$ cat src/rtl/cam_axis_out.sv
// cam_axis_out: read stage behind the camera line buffer.
// Walks the buffer one pixel per clock, collects the read data after RD_LAT
// cycles and streams it out as AXI4-Stream RGB565 video. TUSER flags the first
// pixel of a frame and TLAST the last pixel of each line. A small prefetch FIFO
// rides out TREADY backpressure without ever overflowing.
module cam_axis_out #(
    parameter int H_PIX   = 640,
    parameter int V_LINES = 480,
    parameter int RD_LAT  = 1,
    parameter int FIFO_D  = 4
) (
    input  logic        CLK,
    input  logic        RST_N,
    input  logic        VsyncEdge,
    input  logic        HsyncEdge,
    input  logic [15:0] bufRGB,
    output logic [9:0]  AxiPixCount,
    output logic [8:0]  AxiLineCount,
    output logic [15:0] M_AXIS_TDATA,
    output logic        M_AXIS_TVALID,
    input  logic        M_AXIS_TREADY,
    output logic        M_AXIS_TUSER,
    output logic        M_AXIS_TLAST,
    output logic        FrameDone,
    output logic        Overrun,
    output logic        Busy
);

    localparam int AW = $clog2(FIFO_D);
    localparam int CW = AW + 1;
    localparam logic [9:0]  LAST_PIX  = 10'(H_PIX - 1);
    localparam logic [8:0]  LAST_LINE = 9'(V_LINES - 1);
    localparam logic [CW:0] DEPTH     = (CW + 1)'(FIFO_D);

    typedef enum logic [1:0] {
        S_IDLE,
        S_WAIT_LINE,
        S_READ,
        S_DRAIN
    } state_t;

    // Control state and read address
    state_t       r_state;
    logic [9:0]   r_pix;
    logic [8:0]   r_line;
    logic         r_sofPend;
    logic         r_restart;
    logic         r_overrun;
    logic         r_frameDone;

    // Read pipe: issue flag plus the TUSER/TLAST tags of the issued pixel
    logic [RD_LAT-1:0] r_pipeVld;
    logic [RD_LAT-1:0] r_pipeUser;
    logic [RD_LAT-1:0] r_pipeLast;
    logic [CW-1:0]     r_inflight;

    // Prefetch FIFO, entries are {tuser, tlast, tdata}
    logic [17:0]   r_mem [FIFO_D];
    logic [AW-1:0] r_wrPtr;
    logic [AW-1:0] r_rdPtr;
    logic [CW-1:0] r_count;

    logic        w_room;
    logic        w_issue;
    logic        w_issueUser;
    logic        w_issueLast;
    logic        w_push;
    logic [17:0] w_pushWord;
    logic [17:0] w_head;
    logic        w_valid;
    logic        w_pop;
    logic        w_lastPop;
    logic        w_userPop;

    // Reads are only issued while every outstanding read is guaranteed a FIFO slot
    assign w_room      = ({1'b0, r_count} + {1'b0, r_inflight}) < DEPTH;
    assign w_issue     = (r_state == S_READ) && w_room;
    assign w_issueUser = r_sofPend && (r_pix == 10'd0);
    assign w_issueLast = (r_pix == LAST_PIX);

    assign w_push     = r_pipeVld[RD_LAT-1];
    assign w_pushWord = {r_pipeUser[RD_LAT-1], r_pipeLast[RD_LAT-1], bufRGB};

    assign w_head    = r_mem[r_rdPtr];
    assign w_valid   = (r_count != '0);
    assign w_pop     = w_valid && M_AXIS_TREADY;
    assign w_lastPop = w_pop && w_head[16];
    assign w_userPop = w_pop && w_head[17];

    // Frame/line sequencing: wait for sync pulses, walk the pixels, then drain
    always_ff @(posedge CLK) begin
        if (!RST_N) begin
            r_state     <= S_IDLE;
            r_pix       <= '0;
            r_line      <= '0;
            r_sofPend   <= 1'b0;
            r_restart   <= 1'b0;
            r_overrun   <= 1'b0;
            r_frameDone <= 1'b0;
        end else begin
            r_frameDone <= 1'b0;
            if (w_userPop) begin
                r_sofPend <= 1'b0;
            end
            case (r_state)
                S_IDLE: begin
                    if (VsyncEdge) begin
                        r_line    <= '0;
                        r_sofPend <= 1'b1;
                        r_restart <= 1'b0;
                        if (HsyncEdge) begin
                            r_pix   <= '0;
                            r_state <= S_READ;
                        end else begin
                            r_state <= S_WAIT_LINE;
                        end
                    end
                end
                S_WAIT_LINE: begin
                    if (VsyncEdge) begin
                        r_line    <= '0;
                        r_sofPend <= 1'b1;
                        if (r_line != 9'd0) begin
                            r_overrun <= 1'b1;
                        end
                    end
                    if (HsyncEdge) begin
                        r_pix   <= '0;
                        r_state <= S_READ;
                    end
                end
                S_READ: begin
                    if (VsyncEdge) begin
                        r_restart <= 1'b1;
                        r_overrun <= 1'b1;
                    end
                    if (HsyncEdge) begin
                        r_overrun <= 1'b1;
                    end
                    if (w_issue) begin
                        if (w_issueLast) begin
                            r_state <= S_DRAIN;
                        end else begin
                            r_pix <= r_pix + 10'd1;
                        end
                    end
                end
                S_DRAIN: begin
                    if (HsyncEdge || VsyncEdge) begin
                        r_overrun <= 1'b1;
                    end
                    if (w_lastPop) begin
                        if (r_restart || VsyncEdge) begin
                            r_line    <= '0;
                            r_sofPend <= 1'b1;
                            r_restart <= 1'b0;
                            r_state   <= S_WAIT_LINE;
                        end else if (r_line == LAST_LINE) begin
                            r_frameDone <= 1'b1;
                            r_state     <= S_IDLE;
                        end else begin
                            r_line  <= r_line + 9'd1;
                            r_state <= S_WAIT_LINE;
                        end
                    end else if (VsyncEdge) begin
                        r_restart <= 1'b1;
                    end
                end
                default: begin
                    r_state <= S_IDLE;
                end
            endcase
        end
    end

    // Track issued reads until their data comes back from the line buffer
    always_ff @(posedge CLK) begin
        if (!RST_N) begin
            r_pipeVld  <= '0;
            r_pipeUser <= '0;
            r_pipeLast <= '0;
            r_inflight <= '0;
        end else begin
            for (int i = RD_LAT - 1; i > 0; i--) begin
                r_pipeVld[i]  <= r_pipeVld[i-1];
                r_pipeUser[i] <= r_pipeUser[i-1];
                r_pipeLast[i] <= r_pipeLast[i-1];
            end
            r_pipeVld[0]  <= w_issue;
            r_pipeUser[0] <= w_issueUser;
            r_pipeLast[0] <= w_issueLast;
            r_inflight    <= r_inflight + CW'(w_issue) - CW'(w_push);
        end
    end

    // Prefetch FIFO: returning read data in, stream beats out on handshake
    always_ff @(posedge CLK) begin
        if (!RST_N) begin
            r_wrPtr <= '0;
            r_rdPtr <= '0;
            r_count <= '0;
            for (int i = 0; i < FIFO_D; i++) begin
                r_mem[i] <= '0;
            end
        end else begin
            if (w_push) begin
                r_mem[r_wrPtr] <= w_pushWord;
                r_wrPtr        <= r_wrPtr + AW'(1);
            end
            if (w_pop) begin
                r_rdPtr <= r_rdPtr + AW'(1);
            end
            case ({w_push, w_pop})
                2'b10:   r_count <= r_count + CW'(1);
                2'b01:   r_count <= r_count - CW'(1);
                default: r_count <= r_count;
            endcase
        end
    end

    assign AxiPixCount   = r_pix;
    assign AxiLineCount  = r_line;
    assign M_AXIS_TVALID = w_valid;
    assign M_AXIS_TDATA  = w_head[15:0];
    assign M_AXIS_TLAST  = w_head[16];
    assign M_AXIS_TUSER  = w_head[17];
    assign FrameDone     = r_frameDone;
    assign Overrun       = r_overrun;
    assign Busy          = (r_state != S_IDLE);

endmodule

$ cat config.mk
export PLATFORM = sky130hd
export DESIGN_NAME = cam_axis_out
export DESIGN_NICKNAME = d
export VERILOG_FILES = /design/src/rtl/cam_axis_out.sv
export SDC_FILE = /design/constraint.sdc
export NUM_CORES = 1
export LEC_CHECK = 0
export CORE_ASPECT_RATIO = 1.1
export CORE_UTILIZATION = 60
export DETAILED_ROUTE_END_ITERATION = 16
export GPL_ROUTABILITY_DRIVEN = 0
export PLACE_DENSITY_LB_ADDON = 0.25
export SLEW_MARGIN = 20
export SYNTH_ARGS = -nofsm -noshare
export SYNTH_HDL_FRONTEND = slang
export SYNTH_SLANG_ARGS = --single-unit
export TNS_END_PERCENT = 100
$ cat constraint.sdc
create_clock -name CLK -period 4.85 [get_ports CLK]
set_input_delay 0.97 -clock CLK [delete_from_list [all_inputs] [get_ports CLK]]
set_output_delay 0.97 -clock CLK [all_outputs]
set_load 0.02 [all_outputs]
==> results.md <==
* Status: complete, no violations
* Top_reg_cell synth: edfxtp_1
* CTS HTree Levels at 3
* DRC violations left at 0
* Postcts setup bufs at 0
* Vias in the first global route at about 3600
* Clock skew at roughly 0.014 ns
* Worst r2r src: r_count[2]$_SDFFE_PN0P_
* Port Buf Inserts at 61
* Synth Warn # at 0
* DR vias at approximately 3600
* Clk slew on worst S/H paths at ~0.10 ns
* Syn Nets at slightly below 500
* Crit path cell chain: buf_4 -> mux4_1 -> clkdlybuf4s50_1
* First-pass GRT wire length at roughly 17 mm
* Max-slew violations at 0
* ANT nets after route at 0
* Total grt overflow at 0
* Min Tclk post-route at about 3.6 ns
* Net count, final at between 500 and 600
* Critical path endpoint category: primary output
* Pin count of the biggest net entering global routing at 28
* Unrepaired setup endpoints after global routing: false
* Critical path peak fanout at 11
* Clock Latency Late Sink at 0.37 ns
* Net Sw Frac at 0.318
* Hold path startpoint: r_sofPend$_SDFF_PN0_
* First-pass DRT Iterations at 5
* Slowest library cell on the worst path: dfxtp_1
* Share of cells above drive strength 1 at 0.0859
* Instance count on the critical path at 3
* Num ports at 62
* DR WL/cell at around 16 um
* Synth unique cells at 53
* Final total power at between 0.002 and 0.0025 W
* Hold Path End: r_sofPend$_SDFF_PN0_
* Leading cell type in the layout, fill and taps excluded: edfxtp_1
* Sw Pwr at about 0.00078 W
* Crit path arrival time at approximately 2.6 ns
* Internal at roughly 0.0017 W
* Number of cells produced by synthesis at 457
* Combinational power share at 0.296
* Relative slew slack at 0.327
* N_diodes at 0
* Overall global routing resource usage at 0.245
* Final Hold Viols at 0
* Crit path buf inv count at 2
* Synth Register Bits at between 100 and 150
* CP Class: reg2out
* Kind of start point of the critical path: flip-flop
* R2r worst-path depth at 9
* Final hold slack at roughly 0.48 ns
* VDD IR-drop max at approximately 0.32 mV
* PostCTS Resize Cnt at 0
* Detailed Route Iter0 Violations at 161
* Routed WL at roughly 10 mm
* Fin crit share at 0.734
* Post-DR vias/cell at 5.72
* Clock share of power at 0.227
* Max stage delay on crit path at 0.78 ns
* Initial core utilization at 0.620
* Die H at between 90 and 100 um
* Avg Inst Size Synth at around 11 sq um
* Row count at 35
* Hold Crit Depth at 2
* Clock root buffer master: clkbuf_8
* Detailed Place HPWL at between 6 and 7 mm
* Core area at roughly 0.0084 sq mm
* Post-synth EDFFs at 72
* Final setup fails at 0
* Async SR Flop Fraction at 0
* Synthesized area at between 0.005 and 0.006 sq mm
* Min-Delay Path Class: reg2reg
* Data required time of the worst path at 3.88 ns
* Clock buffer depth at 2
* Static Leak at 2.25 nW
* F_max at about 0.28 GHz
* Most frequent cells in the layout: 72 x edfxtp_1, 61 x clkdlybuf4s50_1, 57 x nor2_1
* Die Area at between 0.009 and 0.01 sq mm
* CTS Buf Count at 9
* Total clock sinks at 112
* Filler cells at roughly 600
* Hold-fix buffers at CTS at 0
* # Max-Cap Violations at 0
* Actual slew at the worst max-slew pin at approximately 1.0 ns
* R2R Setup Slk at 2.36 ns
* Initial antenna violation count at 0
* Final setup TNS at 0 ns
* Flop pwr share at 0.477
* Crit path max-delay family: buffers and inverters
* Layout area overhead at 17.7%
* Pwr dens at around 400 mW/mm^2
* Register area share after synthesis at 0.569
* Die Width at approximately 91 um
* R2R Path End: r_inflight[2]$_SDFF_PN0_
* TritonCTS clock tree: yes
[synth_stat cells (2+ instances only)]
cell,count,area share
a21oi_1,19,0.018
a21oi_2,3,0.0050
a311oi_1,2,0.0034
and2_1,22,0.026
and3_1,2,0.0024
buf_2,2,0.0019
buf_6,2,0.0043
clkbuf_1,11,0.0079
dfxtp_1,40,0.15
edfxtp_1,72,0.41
fa_1,2,0.0077
ha_1,14,0.034
inv_1,36,0.026
mux2i_1,4,0.0077
mux4_1,6,0.030
mux4_2,12,0.052
nand2_1,47,0.034
nand2b_1,5,0.0060
nand3_1,11,0.011
nand4_1,4,0.0048
nand4b_1,2,0.0034
nor2_1,57,0.041
nor2b_1,2,0.0024
nor3_1,7,0.0067
nor4_1,4,0.0048
o21ai_0,10,0.0096
o22ai_1,7,0.0084
o31ai_1,2,0.0029
or2_1,2,0.0024
or2_2,3,0.0036
or3_1,16,0.019
xnor2_1,5,0.0084
xor2_1,4,0.0067
[metrics by stage]
stage | util | cells | cell area, sq um | setup slack [ns]
after global placement | 0.706 | 619 | 5940 | 1.69
after floorplan | - | 457 | 5210 | 2.23
after detailed placement | 0.706 | 619 | 5940 | 1.64
final | 0.729 | 635 | 6130 | 1.29
after CTS | 0.729 | 635 | 6130 | 1.22
after global routing | 0.729 | 635 | 6130 | 1.15
[cells by family (layout without fill, tap and decap cells)]
group | after synthesis | count (layout) | share of synthesized area
fa+ha+maj | 16 | 16 | 0.0413
xor+xnor | 9 | 9 | 0.0151
buf+inv | 55 | 122 | 0.0439
compound gates | 54 | 54 | 0.0660
simple gates | 189 | 189 | 0.175
mux | 22 | 22 | 0.0898
flops | 112 | 112 | 0.569
[power by group through the flow]
stage               sequential, W  combinational, W  clock, W
global placement          0.00119          0.000705         0
detailed placement        0.00119          0.000720         0
floorplan                 0.00116          0.000526         0
CTS                       0.00117          0.000729  0.000561
finish                    0.00117          0.000728  0.000556
global route              0.00118          0.000799  0.000596
[flip-flops by register name, summed over array words and instances, names as in the netlist, named ones only]
| name | flops |
|---|---|
| FrameDone | 1 |
| r_wrPtr | 2 |
| AxiLineCount | 9 |
| AxiPixCount | 10 |
| r_pipeUser | 1 |
| r_count | 3 |
| r_sofPend | 1 |
| r_state | 2 |
| r_pipeLast | 1 |
| r_restart | 1 |
| r_mem | 72 |
| r_pipeVld | 1 |
| r_inflight | 3 |
| r_rdPtr | 2 |
| Overrun | 1 |
[worst min-delay path, cell delays in order (launching register included)]
cell	delay (ns)
dfxtp_1	0.33
nand2_1	0.06
a21oi_1	0.06
[worst max path at each step]
stage | from | to
final | flip-flop | M_AXIS_TDATA[2]
after global routing | flip-flop | M_AXIS_TDATA[2]
after CTS | flip-flop | M_AXIS_TDATA[2]
after detailed placement | flip-flop | M_AXIS_TDATA[4]
after global placement | flip-flop | M_AXIS_TDATA[2]
after floorplan | RST_N | r_mem[0][0]$_SDFFCE_PN0P_
[area by class of cell]
type,instances,area (sq um),area share
flip-flops and latches,112,2960,0.483
multi-input cells,290,2020,0.330
repair buffers,69,671,0.109
inverters,37,139,0.0227
well taps,111,139,0.0227
clock buffers,9,124,0.0202
clock inverters,7,71.3,0.0116
[routing by layer]
metal,vias to the layer above,wire [um],track usage
met1,1747,4350,0.303
met2,117,5370,0.439
met5,-,0,0
met4,0,115,0.0867
met3,11,550,0.0359
li1,1755,-,-
(Power assumes the default switching activity.)
